===== src/rtl/fib_seq_gen.sv =====
// fib_seq_gen
//   Fibonacci-sequence engine. After an accepted start it steps
//   F(k) = F(k-1) + F(k-2) once per clock from seeds F(0)=f0 and F(1)=f1,
//   streams every term F(2)..F(n) and reports F(n) with a done pulse.
//   On carry out of the WIDTH-bit sum, the sticky ovf flag is set. The
//   result then wraps (SAT=0) or saturates to all-ones (SAT=1).
//
// Parameters
//   WIDTH : width of seeds, terms and result
//   IDX_W : width of the target index n
//   SAT   : 0 = wrap modulo 2^WIDTH, 1 = saturate to all-ones
//
// Ports
//   clk        in   sole clock, rising edge
//   rst        in   synchronous active-high reset
//   start      in   run request, honoured only while idle
//   f0, f1     in   seeds F(0), F(1), captured on an accepted start
//   n          in   target index, captured on an accepted start
//   busy       out  high while terms are being computed
//   done       out  one-cycle pulse, fn valid in that cycle
//   fn         out  F(n), held until the next done
//   term_valid out  one-cycle pulse per streamed term
//   term       out  streamed term F(k), k = 2..n
//   ovf        out  sticky overflow flag for the current or last run
module fib_seq_gen #(
  parameter int WIDTH = 8,
  parameter int IDX_W = 6,
  parameter int SAT   = 0
) (
  input  logic             clk,
  input  logic             rst,
  input  logic             start,
  input  logic [WIDTH-1:0] f0,
  input  logic [WIDTH-1:0] f1,
  input  logic [IDX_W-1:0] n,
  output logic             busy,
  output logic             done,
  output logic [WIDTH-1:0] fn,
  output logic             term_valid,
  output logic [WIDTH-1:0] term,
  output logic             ovf
);

  typedef enum logic {IDLE, RUN} state_t;

  state_t           state_q, state_d;
  logic [WIDTH-1:0] a_q, a_d;
  logic [WIDTH-1:0] b_q, b_d;
  logic [IDX_W-1:0] n_reg_q, n_reg_d;
  logic [IDX_W-1:0] cnt_q, cnt_d;
  logic             busy_q, busy_d;
  logic             done_q, done_d;
  logic [WIDTH-1:0] fn_q, fn_d;
  logic             term_valid_q, term_valid_d;
  logic [WIDTH-1:0] term_q, term_d;
  logic             ovf_q, ovf_d;

  logic [WIDTH:0]   sum;
  logic [WIDTH-1:0] result;

  // Carry out selects between wrap and saturation. Once a term is all-ones
  // in SAT mode, every later sum carries (or adds zero), so it stays there.
  function automatic logic [WIDTH-1:0] limit_sum(input logic [WIDTH:0] s);
    if (s[WIDTH] && (SAT != 0)) begin
      return {WIDTH{1'b1}};
    end
    return s[WIDTH-1:0];
  endfunction

  // Stage: combinational recurrence step
  assign sum    = {1'b0, a_q} + {1'b0, b_q};
  assign result = limit_sum(sum);

  always_comb begin
    state_d      = state_q;
    a_d          = a_q;
    b_d          = b_q;
    n_reg_d      = n_reg_q;
    cnt_d        = cnt_q;
    fn_d         = fn_q;
    term_d       = term_q;
    ovf_d        = ovf_q;
    done_d       = 1'b0;
    term_valid_d = 1'b0;

    case (state_q)
      IDLE: begin
        if (start) begin
          a_d     = f0;
          b_d     = f1;
          n_reg_d = n;
          cnt_d   = IDX_W'(2);
          ovf_d   = 1'b0;
          // Trivial indices complete straight from the seeds.
          if (n == IDX_W'(0)) begin
            done_d = 1'b1;
            fn_d   = f0;
          end else if (n == IDX_W'(1)) begin
            done_d = 1'b1;
            fn_d   = f1;
          end else begin
            state_d = RUN;
          end
        end
      end
      RUN: begin
        if (sum[WIDTH]) begin
          ovf_d = 1'b1;
        end
        a_d          = b_q;
        b_d          = result;
        term_d       = result;
        term_valid_d = 1'b1;
        if (cnt_q == n_reg_q) begin
          fn_d    = result;
          done_d  = 1'b1;
          state_d = IDLE;
        end else begin
          cnt_d = cnt_q + IDX_W'(1);
        end
      end
      default: state_d = IDLE;
    endcase

    // busy is registered, so it tracks the state being entered.
    busy_d = (state_d == RUN);
  end

  // Stage: registered control and outputs
  always_ff @(posedge clk) begin
    if (rst) begin
      state_q      <= IDLE;
      busy_q       <= 1'b0;
      done_q       <= 1'b0;
      fn_q         <= '0;
      term_valid_q <= 1'b0;
      term_q       <= '0;
      ovf_q        <= 1'b0;
    end else begin
      state_q      <= state_d;
      busy_q       <= busy_d;
      done_q       <= done_d;
      fn_q         <= fn_d;
      term_valid_q <= term_valid_d;
      term_q       <= term_d;
      ovf_q        <= ovf_d;
    end
  end

  // Stage: working registers, always rewritten on an accepted start
  always_ff @(posedge clk) begin
    a_q     <= a_d;
    b_q     <= b_d;
    n_reg_q <= n_reg_d;
    cnt_q   <= cnt_d;
  end

  assign busy       = busy_q;
  assign done       = done_q;
  assign fn         = fn_q;
  assign term_valid = term_valid_q;
  assign term       = term_q;
  assign ovf        = ovf_q;

endmodule


===== config.mk =====
export PLATFORM = sky130hd
export DESIGN_NAME = fib_seq_gen
export DESIGN_NICKNAME = d
export VERILOG_FILES = /design/src/rtl/fib_seq_gen.sv
export SDC_FILE = /design/constraint.sdc
export NUM_CORES = 1
export LEC_CHECK = 0
export ABC_AREA = 1
export CORE_MARGIN = 2
export CORE_UTILIZATION = 45
export DETAILED_ROUTE_END_ITERATION = 7
export GPL_TIMING_DRIVEN = 0
export PLACE_DENSITY = 0.73
export REMOVE_ABC_BUFFERS = 1
export SLEW_MARGIN = 20
export SYNTH_ARGS = -nofsm -noshare
export SYNTH_HDL_FRONTEND = slang
export SYNTH_SLANG_ARGS = --single-unit

===== constraint.sdc =====
create_clock -name clk -period 1.7 [get_ports clk]
set_input_delay 0.255 -clock clk [delete_from_list [all_inputs] [get_ports clk]]
set_output_delay 0.255 -clock clk [all_outputs]
set_load 0.02 [all_outputs]

==> impl_results.md, run 1 <==
* Status: complete, but fails checks
* Failing checks: setup timing
* Die Width at 78.9 um
* Port bufs at 44
* Yosys reg bits at 48
* Area after DPL at 3010 sq um
* Largest net degree at the start of global routing at 32
* Layout overhead on the synthesized area at 33.1%
* R2r worst-path depth at 11
* CP cell instances: ha_2 > inv_2 > fa_2 > inv_2 > nand2_2 > nand2_2 > nand3_2 > nand2_2 > nand2_4 > nand3_2 > o21ai_1
* Reg-to-Reg End: b_q[6]$_DFFE_PP_
* DRT Wirelength at 5830 um
* Antenna Nets Post-Route at 0
* Placed insts at 424
* Most common flop cell mapped by yosys: edfxtp_1
* Minimum hold slack at 469 ps
* DP HPWL at 3730 um
* Met1 usage at 23.7%
* MaxCap Viol Count at 0
* Clock buffer depth at 2
* Post-Layout Cell Count at 440
* I/O pins at 45
* Footprint of the multi-input gates at 1250 sq um
* Synth unique cells at 28
* Max VDD drop at 0.727 mV
* Leak pwr at 1.50 nW
* Final period utilization at 102%
* Grt peak-use layer: met2
* Num CTS Buffers at 5
* Worst setup path class: reg2reg
* Max stage delay on crit path at 370 ps
* Die Y at 78.9 um
* Routability cong. at 0.804
* Slew of the pin with the lowest slew margin at 545 ps
* Remaining Overflow, GRT at 0
* Fmax at 576 MHz
* Post-DR vias/cell at 5.04
* Share of the synthesized area in the top cell type at 33.3%
* Final setup fails at 3
* 1st-iter DRT viols at 132
* Layout cell share with drive strength beyond 1 at 14.7%
* Clk_lat worst skew at 300 ps
* Starting Density at 46.1%
* Required @ worst endpoint at 1760 ps
* Cells after Synth at 317
* Slew margin rel. at 63.5%
* Core Footprint at 5470 sq um
* Cell Area, Synth at 2520 sq um
* Min-delay worst type: reg2reg
* GRT Total Usage at 19.1%
* Hold_buf cts at 0
* Crit path max-delay family: adder cells
* Pins over their slew limit at 0
* Cell repeated most along the worst path: nand2_2
* Initial antenna violation count at 0
* Hold_sp: term[6]$_SDFFE_PP0P_
* Number of global-route vias before repair at 2056
* Final setup TNS at -53.7 ps
* Sink Count at 48
* Asr flop ratio synth at 0%
* M3 GR Usage at 3.41%
* Root buffer cell: clkbuf_8
* Ant diodes at 0
* Final Hold Fails at 0
* Setup crit end: b_q[6]$_DFFE_PP_
* Area leader, netlist: edfxtp_1
* DRC at 0
* TritonCTS clock tree: done
* Crit path max fanout at 3
* Final Critical Period at 1740 ps
* Die area at 6230 sq um
* Clock transition at path regs at 90 ps
* # rows at 27
* R2r startpoint: b_q[0]$_DFFE_PP_
* Crit end category: register
* Drt first pass iters at 4
* FF+latch area at 1240 sq um
* GR met2 Demand/Resource at 34.6%
* Critical path's slowest cell: edfxtp_1
* PwrDens at 955 nW/um^2
* Leading cell type in the layout, fill and taps excluded: nand2_1
* Worst setup path startpoint: b_q[0]$_DFFE_PP_
* Final #Nets at 402
* WP buf/inv at 2
* Most frequent cells in the layout: nand2_1 (90), clkdlybuf4s50_1 (43), nor2_1 (35)
* Crit path DAT at 1800 ps
* Top post-synthesis cells by area: edfxtp_1 (33%), dfxtp_1 (16%), nand2_1 (14%)
* Seq/Total Area, Yosys at 49.2%
* Number of synthesized flops with an enable pin at 28
* First-pass GRT wire length at 9360 um
* Worst setup margin at -37.6 ps
* Pre-CTS setup slack at -1330 ps
* CTS H-Tree Depth at 2
* Layout filler cell count at 479
* Crit path depth at 11
* Yosys warns at 0
* R2r setup slk at -40 ps
* Routed len/inst at 13.2 um
* Setup crit start kind: register
* Clk_skew at 4.93 ps
* Syn Area/Cell at 7.97 sq um
* Via count at 2218
* Unrepaired setup endpoints after global routing: yes
* Post-route cell area at 3360 sq um
==> timing repair <==
item | in CTS | in global routing
pin swaps | 1 | 11
endpoints found under the setup margin | 62 | 24
resized for setup | 23 | 21
setup buffers | 2 | 6
==> cells by family after synthesis <==
family	Yosys count	synth area share (%)
simple gates	167	28.4
fa+ha+maj	10	5.25
xor+xnor	1	0.347
compound gates	41	8.82
flops	48	49.2
buf+inv	50	8.03
==> routing by layer <==
layer  vias up  share of wire (%)
li1       1126                  -
met1      1020                 44
met2        66                 49
met3         6                5.4
met4         0                1.3
met5         -                  0
==> where the power goes <==
part	switching, W	total [W]	internal [W]
Combinational	0.000499	0.000911	0.000412
Sequential	0.0000821	0.00145	0.00137
Clock	0.000409	0.000852	0.000444
Total	0.000990	0.00321	0.00222
==> per-stage QoR <==
stage	total power, W	utilization (%)
global route	0.00338	61.4
CTS	0.00310	58.9
finish	0.00321	61.4
floorplan	0.00193	-
detailed placement	0.00218	55.0
global placement	0.00216	55.0
==> how the worst min path moves through the flow <==
stage                                       to  slack, ps  cells after the start
after CTS                 term[6]$_SDFFE_PP0P_        470                      2
after global placement    term[7]$_SDFFE_PP0P_        450                      2
after floorplan           term[0]$_SDFFE_PP0P_        320                      1
after global routing      term[6]$_SDFFE_PP0P_        490                      2
after detailed placement  term[6]$_SDFFE_PP0P_        460                      2
final                     term[6]$_SDFFE_PP0P_        470                      2
==> worst register-to-register path, stage by stage (launching register included) <==
cell      delay, ps
edfxtp_1        370
ha_2            200
inv_2            40
fa_2            330
inv_2            70
nand2_2          50
nand2_2          80
nand3_2          90
nand2_2          90
nand2_4          60
nand3_2          60
o21ai_1          60
==> final cells by class <==
class	count	area share, %
Inverter	41	4.80
Multi-Input combinational cell	219	37.1
Clock inverter	3	1.38
Timing Repair Buffer	52	15.0
Tap cell	72	2.68
Clock buffer	5	2.05
Sequential cell	48	37.0
==> cell usage after synthesis, types with 2 or more instances <==
cell      instances
a21o_1            2
a21oi_1          15
buf_2             4
clkbuf_1          3
dfxtp_1          20
edfxtp_1         28
ha_1              9
inv_1            37
inv_2             2
nand2_1          95
nand3_1          15
nand3b_1         11
nor2_1           35
nor3_1            2
o211ai_1          5
o21ai_0          19
or2_2             4
==> registers in the layout, indices dropped and copies added, names as in the netlist <==
name,cells
a_q,8
b_q,8
busy,1
cnt_q,6
done,1
fn,8
n_reg_q,6
ovf,1
term,8
term_valid,1
Note: power is estimated with default switching activity, not from simulation.
==> inputs of run 2 (changes only) <==
--- a/config.mk
+++ b/config.mk
@@ -12,6 +12,7 @@
 export GPL_TIMING_DRIVEN = 0
 export PLACE_DENSITY = 0.73
 export REMOVE_ABC_BUFFERS = 1
+export SETUP_SLACK_MARGIN = 0.4
 export SLEW_MARGIN = 20
 export SYNTH_ARGS = -nofsm -noshare
 export SYNTH_HDL_FRONTEND = slang
==> run 2 against run 1 <==
Compared with the run above: the run still ends with setup timing left; worst setup slack got worse by 55 ps; sequential power barely moved; core utilization rose by 12 points; global-route usage rose by 6.6 points; highest routed layer unchanged; critical path type unchanged; non-clock buffer count rose by 38; routed wire length rose by 49%; cell area rose by 20%; sequential share of layout area fell by 6.2 points; total power rose by 16%; largest power group unchanged; sequential cell count did not move.
==> impl_results.md, run 2 (same netlist as run 1, synthesis figures left out) <==
* Leading cell type in the layout, fill and taps excluded: nand2_1
* Clk_lat worst skew at 310 ps (about the same)
* Destination of the worst hold path: n_reg_q[3]$_DFFE_PP_
* DRC at 0 (unchanged)
* Worst setup path class: reg2reg
* Ant diodes at 0 (unchanged)
* Clock transition at path regs at 100 ps (about the same)
* Max stage delay on crit path at 370 ps (about the same)
* Slew of the pin with the lowest slew margin at 758 ps (+213 ps)
* Pins over their slew limit at 0 (unchanged)
* Clk_skew at 4.07 ps (-0.859 ps)
* DP HPWL at 3730 um (unchanged)
* Final Critical Period at 1790 ps (+55.2 ps)
* Drt first pass iters at 5 (+1)
* First-pass GRT wire length at 12200 um (+31%)
* Post-DR vias/cell at 5.55 (+10%)
* Root buffer cell: clkbuf_8
* Largest net degree at the start of global routing at 18 (-44%)
* Final period utilization at 105% (+3.2 points)
* Setup crit start kind: register
* Hold_sp: n[3]
* Placed insts at 424 (unchanged)
* WP buf/inv at 2 (unchanged)
* Reg power frac at 39.0% (-6.1 points)
* R2r setup slk at -90 ps (-60 ps)
* Min-delay worst type: in2reg
* Core Footprint at 5470 sq um (unchanged)
* Crit path max fanout at 3 (unchanged)
* Hold_buf cts at 0 (unchanged)
* Status: complete, but fails checks
* Fmax at 558 MHz (-3.1%)
* Die Y at 78.9 um (unchanged)
* Die area at 6230 sq um (unchanged)
* Worst setup margin at -92.8 ps (-55.2 ps)
* Port bufs at 44 (unchanged)
* Routed len/inst at 18.0 um (+36%)
* Number of global-route vias before repair at 2530 (+23%)
* Layout overhead on the synthesized area at 59.6%
* Layout cell share with drive strength beyond 1 at 36.0% (+21 points)
* Finished Core Util at 73.6% (+12 points)
* Remaining Overflow, GRT at 0 (unchanged)
* TritonCTS clock tree: done
* Leak pwr at 1.87 nW (+25%)
* 1st-iter DRT viols at 223 (+69%)
* Slew margin rel. at 49.4% (-14 points)
* R2r worst-path depth at 11 (unchanged)
* Initial antenna violation count at 0 (unchanged)
* PwrDens at 926 nW/um^2 (-3.1%)
* Crit path DAT at 1860 ps (+60 ps)
* GRT Total Usage at 25.7% (+6.6 points)
* # rows at 27 (unchanged)
* Num CTS Buffers at 5 (unchanged)
* CP cell instances: ha_2 > inv_2 > fa_2 > inv_2 > nand2_2 > nand2_4 > nand3_4 > nand2_2 > nand2_2 > nand3_2 > o21ai_1
* Critical path's slowest cell: edfxtp_1
* Switching pwr at 0.00128 W (+29%)
* Clock buffer depth at 2 (unchanged)
* Sw Ratio at 34.3% (+3.5 points)
* Routability cong. at 0.804 (unchanged)
* Final setup fails at 9 (+6)
* Crit path max-delay family: adder cells
* DRT Wirelength at 8660 um (+49%)
* Clock Power Share at 23.3% (-3.2 points)
* Reg-to-Reg End: b_q[6]$_DFFE_PP_
* Die Width at 78.9 um (unchanged)
* Post-Layout Cell Count at 480 (+9.1%)
* Most frequent cells in the layout: nand2_1 (70), inv_1 (31), buf_4 (29)
* Crit end category: register
* Max VDD drop at 0.782 mV (+7.5%)
* I/O pins at 45 (unchanged)
* Pre-CTS setup slack at -1330 ps (unchanged)
* MaxCap Viol Count at 0 (unchanged)
* R2r startpoint: b_q[0]$_DFFE_PP_
* Starting Density at 46.1% (unchanged)
* Via count at 2666 (+20%)
* Cell repeated most along the worst path: nand2_2
* Sink Count at 48 (unchanged)
* Required @ worst endpoint at 1770 ps (about the same)
* Final Hold Fails at 0 (unchanged)
* Final #Nets at 442 (+10%)
* CTS H-Tree Depth at 2 (unchanged)
* Power Internal at 0.00245 W (+10%)
* Unrepaired setup endpoints after global routing: yes
* Antenna Nets Post-Route at 0 (unchanged)
* Combinational power share at 37.8% (+9.4 points)
* Hold Crit Depth at 1 (-1)
* Failing checks: setup timing
-- run 2: changes by cell type in the layout (fill, tap and decap cells not counted), moves of 5 or more --
cell and change:
buf_4 +22, clkdlybuf4s50_1 -22, dlygate4sd2_1 +21, a21oi_1 -9
nor2_1 -9, a21oi_2 +8, buf_6 +10, nor2_2 +6
nand2_4 +6, nand2_1 -20, o21ai_1 +5, o21ai_0 -10
nand2_2 +14
-- run 2: worst register-to-register path: cells and delay by family, from the launching register on --
kind	cells	cell delay (ps)
AO/OA/AOI/OAI	1	60
buffers and inverters	2	130
flip-flops	1	370
adder cells (fa/ha/maj)	2	540
AND/OR/NAND/NOR	6	460
-- run 2: worst max-delay path by stage --
stage / slack, ps / cells after the start / endpoint / startpoint
floorplan: -620 / 4 / cnt_q[0]$_SDFFCE_PN0P_ / busy$_SDFF_PP0_
global placement: -1360 / 4 / cnt_q[5]$_SDFFCE_PN0P_ / busy$_SDFF_PP0_
detailed placement: -1330 / 4 / cnt_q[5]$_SDFFCE_PN0P_ / busy$_SDFF_PP0_
CTS: -30 / 11 / b_q[6]$_DFFE_PP_ / b_q[0]$_DFFE_PP_
global route: -140 / 11 / b_q[6]$_DFFE_PP_ / b_q[0]$_DFFE_PP_
finish: -90 / 11 / b_q[6]$_DFFE_PP_ / b_q[0]$_DFFE_PP_
-- run 2: per-layer routing --
| metal | part of all wire [%] | vias to the layer above | wire, um | GRT usage (%) |
|---|---|---|---|---|
| li1 | - | 1211 | - | - |
| met1 | 36 | 1248 | 3120 | 29.7 |
| met2 | 52 | 160 | 4500 | 47.0 |
| met3 | 7.9 | 47 | 688 | 5.00 |
| met4 | 4.1 | 0 | 359 | 9.48 |
| met5 | 0 | - | 0 | 0 |
-- run 2: through the flow --
step                instance area, sq um  power, W  hold slack [ps]  TNS, ps
detailed placement                  3010   0.00218              459   -42490
floorplan                           2480   0.00193              324   -13430
finish                              4030   0.00373              286     -356
global placement                    3010   0.00216              454   -44740
global route                        4030   0.00387              296    -1070
CTS                                 3730   0.00339              287    -26.6
-- run 2: power groups by stage --
stage               sequential, W  combinational (W)  clock (W)
floorplan                 0.00149           0.000436          0
global placement          0.00146           0.000695          0
detailed placement        0.00147           0.000716          0
CTS                       0.00144            0.00109   0.000861
global route              0.00147            0.00149   0.000912
finish                    0.00145            0.00141   0.000869
-- run 2: layout make-up --
cell class	count	area [sq um]
inverter	41	181
multi-input combinational	220	1510
fill	371	1440
timing repair inverter	1	8.76
tap	72	90.1
timing repair buffer	90	882
clock inverter	3	46.3
sequential	48	1240
clock buffer	5	68.8
-- run 2: timing repair --
| action | CTS | global route |
|---|---|---|
| pin swaps | 42 | 33 |
| buffers inserted | 36 | 8 |
| setup endpoints to repair | 90 | 43 |
| cloned | 3 | 1 |
| resized for setup | 119 | 55 |
